[src/rtl/bp_pkg.sv]
// Shared backward-pass definitions: vector width derivation, fetcher state
// encoding and layer-counter sizing helper.
package bp_pkg;

    typedef enum logic [1:0] {
        FETCH_IDLE = 2'd0,
        FETCH_REQ  = 2'd1,
        FETCH_WAIT = 2'd2,
        FETCH_OUT  = 2'd3
    } fetch_state_t;

    function automatic int stack_width(input int neuron_num, input int activation_width);
        return neuron_num * activation_width;
    endfunction

    // Bits needed for a counter holding 0..layer_max.
    function automatic int layer_width(input int layer_max);
        return $clog2(layer_max + 1);
    endfunction

endpackage

[src/rtl/pair_capture_reg.sv]
// One valid/ready capture slot: accepts a single beat while enabled and
// holds it, with a captured flag, until cleared for the next request.
module pair_capture_reg #(
    parameter int WIDTH = 48
) (
    input  logic             clk,
    input  logic             rst,
    input  logic             clear,
    input  logic             enable,
    input  logic [WIDTH-1:0] in_data,
    input  logic             in_valid,
    output logic             in_ready,
    output logic [WIDTH-1:0] data,
    output logic             captured,
    output logic             fire
);

    assign in_ready = enable && !captured;
    assign fire     = in_valid && in_ready;

    always_ff @(posedge clk) begin
        if (rst) begin
            data     <= '0;
            captured <= 1'b0;
        end else if (clear) begin
            captured <= 1'b0;
        end else if (fire) begin
            data     <= in_data;
            captured <= 1'b1;
        end
    end

endmodule

[src/rtl/activation_pair_fetcher.sv]
// Backward-pass read master: walks activation_stack from layer L-1 down to 0,
// fetching the (addr, addr+1) vector pair per layer and presenting it registered.
module activation_pair_fetcher
    import bp_pkg::*;
#(
    parameter int NEURON_NUM       = 6,
    parameter int ACTIVATION_WIDTH = 8,
    parameter int STACK_ADDR_WIDTH = 10,
    parameter int LAYER_MAX        = 3,
    parameter int LAYER_WIDTH      = 4,
    localparam int STACK_WIDTH     = stack_width(NEURON_NUM, ACTIVATION_WIDTH)
) (
    input  logic                        clk,
    input  logic                        rst,
    input  logic [LAYER_WIDTH-1:0]      start_layers,
    input  logic                        start_valid,
    output logic                        start_ready,
    output logic [STACK_ADDR_WIDTH-1:0] stack_addr,
    output logic                        stack_addr_valid,
    input  logic                        stack_addr_ready,
    input  logic [STACK_WIDTH-1:0]      stack_lower,
    input  logic                        stack_lower_valid,
    output logic                        stack_lower_ready,
    input  logic [STACK_WIDTH-1:0]      stack_higher,
    input  logic                        stack_higher_valid,
    output logic                        stack_higher_ready,
    output logic [STACK_WIDTH-1:0]      pair_lower,
    output logic [STACK_WIDTH-1:0]      pair_higher,
    output logic [LAYER_WIDTH-1:0]      pair_layer,
    output logic                        pair_last,
    output logic                        pair_valid,
    input  logic                        pair_ready,
    output logic                        busy,
    output logic                        err
);

    if (LAYER_WIDTH < layer_width(LAYER_MAX)) begin : g_bad_layer_width
        $error("LAYER_WIDTH too narrow for LAYER_MAX");
    end

    fetch_state_t           state, state_next;
    logic [LAYER_WIDTH-1:0] layer, layer_next;
    logic                   err_next;
    logic                   start_legal;
    logic                   capture_clear;
    logic                   capture_en;
    logic                   lower_captured, higher_captured;
    logic                   lower_fire, higher_fire;

    assign start_legal = (start_layers != '0) && (start_layers <= LAYER_WIDTH'(LAYER_MAX));

    always_comb begin
        state_next       = state;
        layer_next       = layer;
        err_next         = 1'b0;
        start_ready      = 1'b0;
        stack_addr_valid = 1'b0;
        capture_clear    = 1'b0;
        capture_en       = 1'b0;
        pair_valid       = 1'b0;
        unique case (state)
            FETCH_IDLE: begin
                start_ready = 1'b1;
                if (start_valid) begin
                    if (start_legal) begin
                        layer_next = start_layers - LAYER_WIDTH'(1);
                        state_next = FETCH_REQ;
                    end else begin
                        err_next = 1'b1;
                    end
                end
            end
            FETCH_REQ: begin
                stack_addr_valid = 1'b1;
                if (stack_addr_ready) begin
                    capture_clear = 1'b1;
                    state_next    = FETCH_WAIT;
                end
            end
            FETCH_WAIT: begin
                capture_en = 1'b1;
                // Count a capture landing this cycle so the pair is valid the cycle after it.
                if ((lower_captured || lower_fire) && (higher_captured || higher_fire)) begin
                    state_next = FETCH_OUT;
                end
            end
            FETCH_OUT: begin
                pair_valid = 1'b1;
                if (pair_ready) begin
                    if (layer == '0) begin
                        state_next = FETCH_IDLE;
                    end else begin
                        layer_next = layer - LAYER_WIDTH'(1);
                        state_next = FETCH_REQ;
                    end
                end
            end
            default: state_next = FETCH_IDLE;
        endcase
    end

    always_ff @(posedge clk) begin
        if (rst) begin
            state <= FETCH_IDLE;
            layer <= '0;
            err   <= 1'b0;
        end else begin
            state <= state_next;
            layer <= layer_next;
            err   <= err_next;
        end
    end

    pair_capture_reg #(.WIDTH(STACK_WIDTH)) u_lower (
        .clk      (clk),
        .rst      (rst),
        .clear    (capture_clear),
        .enable   (capture_en),
        .in_data  (stack_lower),
        .in_valid (stack_lower_valid),
        .in_ready (stack_lower_ready),
        .data     (pair_lower),
        .captured (lower_captured),
        .fire     (lower_fire)
    );

    pair_capture_reg #(.WIDTH(STACK_WIDTH)) u_higher (
        .clk      (clk),
        .rst      (rst),
        .clear    (capture_clear),
        .enable   (capture_en),
        .in_data  (stack_higher),
        .in_valid (stack_higher_valid),
        .in_ready (stack_higher_ready),
        .data     (pair_higher),
        .captured (higher_captured),
        .fire     (higher_fire)
    );

    assign stack_addr = STACK_ADDR_WIDTH'(layer);
    assign pair_layer = layer;
    assign pair_last  = (layer == '0);
    assign busy       = (state != FETCH_IDLE);

endmodule

[config.mk]
export PLATFORM = sky130hd
export DESIGN_NAME = activation_pair_fetcher
export DESIGN_NICKNAME = d
export VERILOG_FILES = /design/src/rtl/bp_pkg.sv /design/src/rtl/pair_capture_reg.sv /design/src/rtl/activation_pair_fetcher.sv
export SDC_FILE = /design/constraint.sdc
export NUM_CORES = 1
export LEC_CHECK = 0
export BUFFER_PORTS_ARGS = -buffer_cell sky130_fd_sc_hd__clkbuf_2
export CORE_ASPECT_RATIO = 1.1
export CORE_MARGIN = 3
export CORE_UTILIZATION = 35
export DETAILED_ROUTE_END_ITERATION = 16
export GPL_ROUTABILITY_DRIVEN = 1
export MAX_ROUTING_LAYER = met4
export PLACE_DENSITY = 0.76
export SYNTH_ARGS = -nofsm -noshare
export SYNTH_HDL_FRONTEND = slang
export SYNTH_SLANG_ARGS = --single-unit
[constraint.sdc]
create_clock -name clk -period 2.6 [get_ports clk]
set_clock_uncertainty 0.2 [all_clocks]
set_input_delay 0.13 -clock clk [delete_from_list [all_inputs] [get_ports clk]]
set_output_delay 0.13 -clock clk [all_outputs]
set_load 0.01 [all_outputs]
Word-level counts from Yosys, hierarchy flattened --
Cells that the tools add are included.
Word-level totals: bits in registers 105, bits of input ports 107, word-level logic and storage cells 62
Cells by class: add/subtract/negate cells 2, magnitude comparators 1, eq/ne operators 9, mux-type cells 19, bitwise logic cells 3, reduce and logical (&&, ||, !) cells 21
Operator list (number):
- 2-to-1 mux 4 bit | 4
- != test 2 bit (second input constant) | 6
- 2-to-1 mux 2 bit | 5
- AND reduction 5 bit | 2
- 2-to-1 mux 1 bit | 8
- one-hot mux 2 bit (4 select lines) | 1
- one-hot mux 4 bit (2 select lines) | 1
- subtractor 4 x 1 -> 4 bit (second input constant) | 2
- logical AND 1 bit | 6
- == test 2 bit (second input constant) | 2
- <= comparator 4 x 2 -> 1 bit (second input constant) | 1
- zero test 4 bit | 1
- AND reduction 2 bit | 2
- nonzero test 2 bit | 2
- nonzero test 4 bit | 1
- NOT 1 bit | 3
- OR reduction 3 bit | 1
- == test 2 x 1 -> 1 bit (second input constant) | 1
- zero test 1 bit | 2
- zero test 2 bit | 1
- logical OR 1 bit | 2
- OR reduction 2 bit | 1

Longest topological paths before layout --
Gate-level depths: netlist of run 1.
word-level depth 8, mapped depth 8, mapped depth without buffers 6

By module --
A second synthesis of run 1 with hierarchy kept.
Unflattened totals: cell total of the unflattened synthesis 503, area total of the unflattened synthesis 5024.8 um2
By module, submodules not included:
- pair_capture_reg | times used 2, cells each 214, area an instance 2202.1 um2, sequential area each 980.9 um2
- activation_pair_fetcher | times used 1, cells each 75, area an instance 620.6 um2, sequential area each 140.1 um2

Least setup slack after synthesis of run 1 --
Ideal clock, no wire load.
path kind reg-to-reg, from register state[1], to register u_higher.data[18], library setup time 0.132 ns, data arrival time 1.675 ns, data required time 2.268 ns, path slack 0.592 ns, cell stages (with the launch flop) 9, buffers on the path 2, period minus slack after synthesis 2.008 ns, cells stage by stage dfxtp_1 > inv_1 > ha_1 > and2_1 > or3_1 > buf_2 > buf_2 > nand2_1 > a21oi_1
On the way: cells in the longest elaborated chain, start to end 5
Ends and longest elaborated chain:
- start: declaration | RTL line activation_pair_fetcher.sv:41 | fetch_state_t state, state_next;
- start signal: assignment | RTL line activation_pair_fetcher.sv:108 | state <= state_next;
- == test 2 bit | RTL line activation_pair_fetcher.sv:61 | unique case (state)
- 2-to-1 mux 1 bit | RTL line activation_pair_fetcher.sv:61
- logical AND 1 bit | RTL line pair_capture_reg.sv:18 | assign in_ready = enable && !captured;
- logical AND 1 bit | RTL line pair_capture_reg.sv:19 | assign fire = in_valid && in_ready;
- AND reduction 2 bit (no source line) (*)
- end signal: assignment | RTL line pair_capture_reg.sv:28 | data <= in_data;
- end: declaration | RTL line pair_capture_reg.sv:13 | output logic [WIDTH-1:0] data,
Mark *: on every way between the ends. The rest lies on a longest branch, timed or not. A chain may end at the register's enable or synchronous reset.

Final worst setup path of run 1 --
from register state[1], to register u_higher.data[25]
Same word-level chain as after synthesis.

==> out/metrics.yaml, run 1 <==
finalWorstSetupSlack_ns: 0.483
clkSinkCount: 105
cts_tree: "done"
die_h_um: 118
slew_viol_final: 0
dr_total_vias: 4402
post_drt_wl_per_cell_um: 13.6
grt_pass1_wl_mm: 20.3
cts_max_level: 3
yosysUniqueCellTypes: 36
r2r_slack_ns: 0.48
worst_ep_required_time_ns: 2.59
ys_seq_area_share_pct: 52.9
synth_warnings: 0
finalSetupViolCount: 0
grt_max_degree: 56
r2r-start: "state[1]"
syn_avg_cell_area_um2: 8.03
antenna_left: 0
fin_crit_sh_pct: 81.4
dieWidth_um: 108
synthMuxAreaShare_pct: 0.756
syn_area_mm2: 0.00397
grt.overflow.total: 0
gp_congestion: 0.798
hold_path.class: "in -> reg"
routed_wl_mm: 12.8
cap_violations: 0
dp_cells: 827
dr.first_iter.drc_count: 236
r2r_end: "u_higher.data[25]"
tightest_slew_ns: 0.571
timing.hold.ws_ns: 0.0448
clkLatencyLatePin_ns: 0.34
worstSetupStartpointType: "flop"
fmax_mhz: 472
synth_cells: 495
hold_viol_final: 0
grt_pass1_vias: 4395
hold_path_depth: 4
outcome: "finished clean"
yosys.area_share.simple_pct: 21.5
stdcell_count: 945
drt_pass1_iterations: 4
setup-tns-final_ns: 0
synth-xor-area-share_pct: 0
critPathArrivalTime_ns: 2.11
clk_pin_slew_ns: 0.07
crit_path_end_kind: "flop"
core_area_mm2: 0.0110
num_io_pins: 225
antenna_found_initial: 0
portBuffers: 218
grt.total_usage_pct: 20.3
ff2ff_path_depth: 7
area_delta_synth_final_pct: 61.5
drive_above_1_share_pct: 31.2
die_area_mm2: 0.0127
start_util_pct: 36.1
crit_fanout: 48
hold_end: "state[1]"
synthAdderAreaFrac_pct: 1.89
relSlewSlack_pct: 61.9
post-route-min-period_ns: 2.12
criticalPathCategory: "reg -> reg"
dp_hpwl_mm: 7.29
ys_seq_elements: 105
root_buffer: "clkbuf_16"
rsz0062_at_grt: "no"
synth_top_family_by_area: "simple AND/OR/NAND/NOR gates"
nNetsFinal: 905
num_rows: 40
p_leak_uw: 0.00279
numCtsBuffers: 9
synth_compound_area_share_pct: 16.3
powerDensity_mw_per_mm2: 636
post-place-ws_ns: 0.512
viasPerCell: 4.66
clk_path_buf_depth: 2
peakVddDrop_uv: 327
worstHoldStart: "start_layers[3]"
drc_errors: 0
## stage by stage
| step | instance area (um^2) | total power (uW) | util [%] |
|---|---|---|---|
| 6_report | 6410 | 4080 | 58.3 |
| 5_1_grt | 6410 | 4290 | 58.2 |
| 4_1_cts | 6410 | 4110 | 58.2 |
| 3_5_place_dp | 5120 | 2730 | 46.5 |
| 3_3_place_gp | 5120 | 2720 | 46.5 |
| 2_1_floorplan | 3990 | 2410 | - |
## critical path: stages (launching register included)
cell and delay [ns]:
dfxtp_1 0.38, inv_1 0.10, ha_1 0.21, and2_1 0.21, or3_1 0.35, buf_4 0.30
nand2_1 0.13, a21oi_1 0.08
## per-layer routing
metal	GRT usage, %	up-vias	share of wire [%]
li1	-	2190	-
met1	20.8	1964	39
met2	35.8	194	50
met3	3.57	54	6.3
met4	11.5	0	4.6
met5	-	-	0
## placed cells by master (no fill, tap or decap), types with 2 or more instances in the layout
cell,instances
nand2b_1,2
clkbuf_16,9
dfxtp_1,105
clkbuf_2,217
clkinv_4,2
a211oi_2,2
a21oi_1,102
nor2b_1,3
clkinv_2,3
buf_4,3
nor3_1,3
nand2_1,195
conb_1,6
dlygate4sd3_1,101
nand3_1,2
buf_12,3
inv_6,2
mux2i_1,3
nor3_2,2
or3_1,2
inv_1,5
ha_1,6
## cells in the mapped netlist (all sizes together)
library cell  number  area (um^2)
a21oi            102          510
o22ai              2         26.3
nor4               1         6.26
nor2b              3         18.8
conb               1         3.75
nand3              2         10.0
a222oi             1         10.0
o21ai              1         5.00
o211ai             1         7.51
a211oi             3         32.5
or4                1         11.3
a21o               1         7.51
or3                2         12.5
nand2b             2         12.5
a31oi              1         6.26
nor2               1         3.75
inv                6         22.5
o41ai              1         27.5
a31o               1         8.76
nor3               5         25.0
ha                 6         75.1
clkinv             1         5.00
clkbuf            19         75.1
dfxtp            105         2100
or2b               1         7.51
mux2i              3         30.0
nand2            195          732
buf               24          155
o31ai              1         7.51
and2               2         15.0
## where the power goes
group	switching, uW	internal [uW]	total (uW)	leakage, uW
sequential	76.3	1720	1790	0.000847
clock	606	656	1260	0.000136
combinational	553	475	1030	0.00181
## how the worst max path moves through the flow
stage | start | end | cells past startpoint
after floorplan | state[1] | u_higher.data[18] | 8
after global placement | state[1] | u_lower.data[14] | 7
after detailed placement | state[1] | u_higher.data[25] | 7
after CTS | state[1] | u_higher.data[25] | 7
after global routing | state[1] | u_lower.data[7] | 7
final | state[1] | u_higher.data[25] | 7
## repair_timing
| item | in CTS | in global routing |
|---|---|---|
| hold buffers | 101 | 0 |
| buffers inserted | 0 | 0 |
| endpoints found under the hold margin | 100 | 0 |
| gates resized for setup | 0 | 0 |
## layout make-up
type / instances / area, um^2
clock buffer: 9 / 225
clock inverter: 7 / 52.6
antenna: 1 / 2.50
tap: 147 / 184
timing repair buffer: 324 / 2180
sequential: 105 / 2100
inverter: 7 / 27.5
multi-input combinational: 345 / 1640
fill: 929 / 4600
## kinds of logic (layout without fill, tap and decap cells)
| group | after synthesis | count (layout) |
|---|---|---|
| DFF | 105 | 105 |
| muxes | 3 | 3 |
| adders and majority gates | 6 | 6 |
| other | 1 | 7 |
| buffers and inverters | 50 | 347 |
| AOI/OAI and AO/OA | 115 | 115 |
| and+or+nand+nor | 215 | 215 |
## state kept, by name, indices dropped and copies added, names as in the netlist
register and cells:
u_higher.data 48, u_lower.data 48, pair_layer 4, state 2, err 1, u_higher.captured 1
u_lower.captured 1
Power figures use the tool's default switching activity.
==> run 2: changes to the inputs <==
--- a/config.mk
+++ b/config.mk
@@ -5,6 +5,7 @@
 export SDC_FILE = /design/constraint.sdc
 export NUM_CORES = 1
 export LEC_CHECK = 0
+export ABC_AREA = 1
 export BUFFER_PORTS_ARGS = -buffer_cell sky130_fd_sc_hd__clkbuf_2
 export CORE_ASPECT_RATIO = 1.1
 export CORE_MARGIN = 3
@@ -12,7 +13,7 @@
 export DETAILED_ROUTE_END_ITERATION = 16
 export GPL_ROUTABILITY_DRIVEN = 1
 export MAX_ROUTING_LAYER = met4
-export PLACE_DENSITY = 0.76
+export PLACE_DENSITY = 0.75
 export SYNTH_ARGS = -nofsm -noshare
 export SYNTH_HDL_FRONTEND = slang
 export SYNTH_SLANG_ARGS = --single-unit
==> constraint.sdc (replaced) <==
create_clock -name clk -period 2.1 [get_ports clk]
set_clock_uncertainty 0.2 [all_clocks]
set_input_delay 0.105 -clock clk [delete_from_list [all_inputs] [get_ports clk]]
set_output_delay 0.105 -clock clk [all_outputs]
set_load 0.01 [all_outputs]
==> run 2 against run 1 <==
Critical path depth is 2 lower. Cell area up 1.6%. Area after synthesis rose by 3.2%. Total power increased by 67%. Via count rose by 3.7%. Global-route usage grew 0.34 points. Die area rose by 3.1%. Cell count is 4.7% higher. Critical path type unchanged.
==> out/metrics.yaml, run 2 <==
setup-tns-final_ns: 0
antenna_found_initial: 1
hold_end: "pair_layer[0]"
cap_violations: 0
slew_viol_final: 0
placed_cell_area_mm2: 0.00521
fmax_mhz: 518
worstSetupStartpointType: "flop"
r2r_end: "u_lower.captured"
path_cells: "inv_1 -> ha_1 -> a21oi_1 -> nor3_1 -> dlygate4sd3_1"
post_drt_wl_per_cell_um: 13.8
syn_avg_cell_area_um2: 7.71
async_reset_ff_share_pct: 0
max_stage_delay_ns: 0.55
hold_path_depth: 6
p_leak_uw: 0.00305
r2r-start: "state[0]"
synthTopCellsByArea: "dfxtp_1 51%, nor2_1 19%, o21ai_0 7.3%"
fin_crit_sh_pct: 91.9
outcome: "finished clean"
die_h_um: 120
nNetsFinal: 947
syn_area_mm2: 0.00410
criticalPathCategory: "reg -> reg"
yosys.area.top_type: "dfxtp_1"
post-route-min-period_ns: 1.93
relSlewSlack_pct: 63.0
finalSetupViolCount: 0
cts_tree: "done"
grt.overflow.total: 0
synth.top_cell.area_share_pct: 51.3
clkSinkCount: 105
cpLargestDelayFamily: "buffers and inverters"
grt_pass1_wl_mm: 20.8
worstHoldStart: "start_layers[0]"
final_common_cell: "clkbuf_2"
dp_hpwl_mm: 8.33
grt.total_usage_pct: 20.6
portBuffers: 218
peakVddDrop_uv: 716
powerDensity_mw_per_mm2: 1040
r2r_slack_ns: 0.17
ys_seq_area_share_pct: 51.3
post_cts_buffers: 0
root_buffer: "clkbuf_16"
critPathSlowestCell: "dlygate4sd3_1"
antenna_left: 0
tightest_slew_ns: 0.555
synthFlopType: "dfxtp_1"
crit_path_end_kind: "flop"
clk_path_buf_depth: 2
gp_congestion: 0.852
synth_edf_count: 0
drt_pass1_iterations: 6
dieWidth_um: 109
ff2ff_path_depth: 5
core_area_mm2: 0.0112
hold_viol_final: 0
clk_pin_slew_ns: 0.08
dr_total_vias: 4565
numCtsBuffers: 9
clkLatencyLatePin_ns: 0.34
routed_wl_mm: 13.6
rsz0062_at_grt: "no"
worst_ep_required_time_ns: 2.12
worst-path-buf-inv: 2
grt_max_degree: 65
crit_fanout: 5
synth_warnings: 0
yosysUniqueCellTypes: 25
hold_path.class: "in -> reg"
area_delta_synth_final_pct: 58.9
grt_pass1_vias: 4462
final_cell_mix: "218 x clkbuf_2, 212 x nor2_1, 105 x dfxtp_1"
synth.most_common_cell: "nor2_1"
viasPerCell: 4.62
num_io_pins: 225
design_area_mm2: 0.00652
die_area_mm2: 0.0131
dr.first_iter.drc_count: 287
cts_max_level: 3
synth_cells: 532
drive_above_1_share_pct: 30.3
synth_common_cells: "212 x nor2_1, 105 x dfxtp_1, 60 x o21ai_0, 42 x o21ai_1, 23 x nand2_1"
critPathArrivalTime_ns: 1.95
start_util_pct: 36.7
drc_errors: 0
num_rows: 40
ys_seq_elements: 105
## run 2: how the worst max path moves through the flow
stage / startpoint / end / slack (ns) / depth (start not counted)
2_1_floorplan: state[0] / pair_layer[2] / 0.36 / 9
3_3_place_gp: state[0] / u_lower.data[13] / 0.23 / 8
3_5_place_dp: state[0] / u_lower.data[13] / 0.14 / 8
4_1_cts: state[0] / u_lower.data[13] / 0.12 / 8
5_1_grt: state[0] / u_lower.captured / 0.005 / 5
6_report: state[0] / u_lower.captured / 0.17 / 5
## run 2: per-layer routing
layer / vias to the layer above / track usage, % / routed length, um
met5: - / - / 0
met4: 0 / 12.2 / 655
met3: 56 / 3.71 / 624
met2: 178 / 37.4 / 7330
met1: 2057 / 20.1 / 4990
li1: 2274 / - / -
## run 2: cell families after synthesis
group | after synthesis | share of synthesized area, %
flip-flops | 105 | 51.3
AND/OR/NAND/NOR | 252 | 24.6
AO/OA/AOI/OAI | 106 | 13.0
other | 1 | 0.0914
XOR/XNOR | 1 | 0.214
buffers and inverters | 61 | 8.94
adder cells (fa/ha/maj) | 6 | 1.83
## run 2: cell type report
| type | count | area (um^2) |
|---|---|---|
| diodes | 3 | 7.51 |
| multi-input cells | 371 | 1650 |
| inverters | 20 | 77.6 |
| well taps | 147 | 184 |
| repair buffers | 327 | 2220 |
| clock buffers | 10 | 229 |
| flip-flops and latches | 105 | 2100 |
| fillers | 984 | 4640 |
| clock inverters | 6 | 45.0 |
## run 2: what timing repair did
action,in CTS,in global routing
endpoints found under the hold margin,99,1
hold buffers,101,1
endpoints found under the setup margin,0,20
resized for setup,0,2
## run 2: per-stage QoR
step	power (uW)	utilization (%)	hold slack [ns]	worst slack, ns	std cells
after floorplan	4290	-	-0.0182	0.358	537
final	6800	58.4	0.0105	0.171	989
after detailed placement	5090	46.7	0.147	0.141	868
after CTS	6810	58.2	0.00598	0.121	985
after global routing	7270	58.4	0.0617	0.00522	987
after global placement	5040	46.7	0.140	0.226	868
## run 2: tightest hold or removal path: cells and delay by family
kind | cells | cell delay, ns
buffers and inverters | 2 | 0.13
AND/OR/NAND/NOR | 3 | 0.20
AO/OA/AOI/OAI | 1 | 0.09
## run 2: power breakdown
group	internal (uW)	leakage (uW)	total (uW)	switching [uW]
registers	2410	0.000853	2670	264
logic	1070	0.00207	2570	1500
clock network	807	0.000125	1560	749
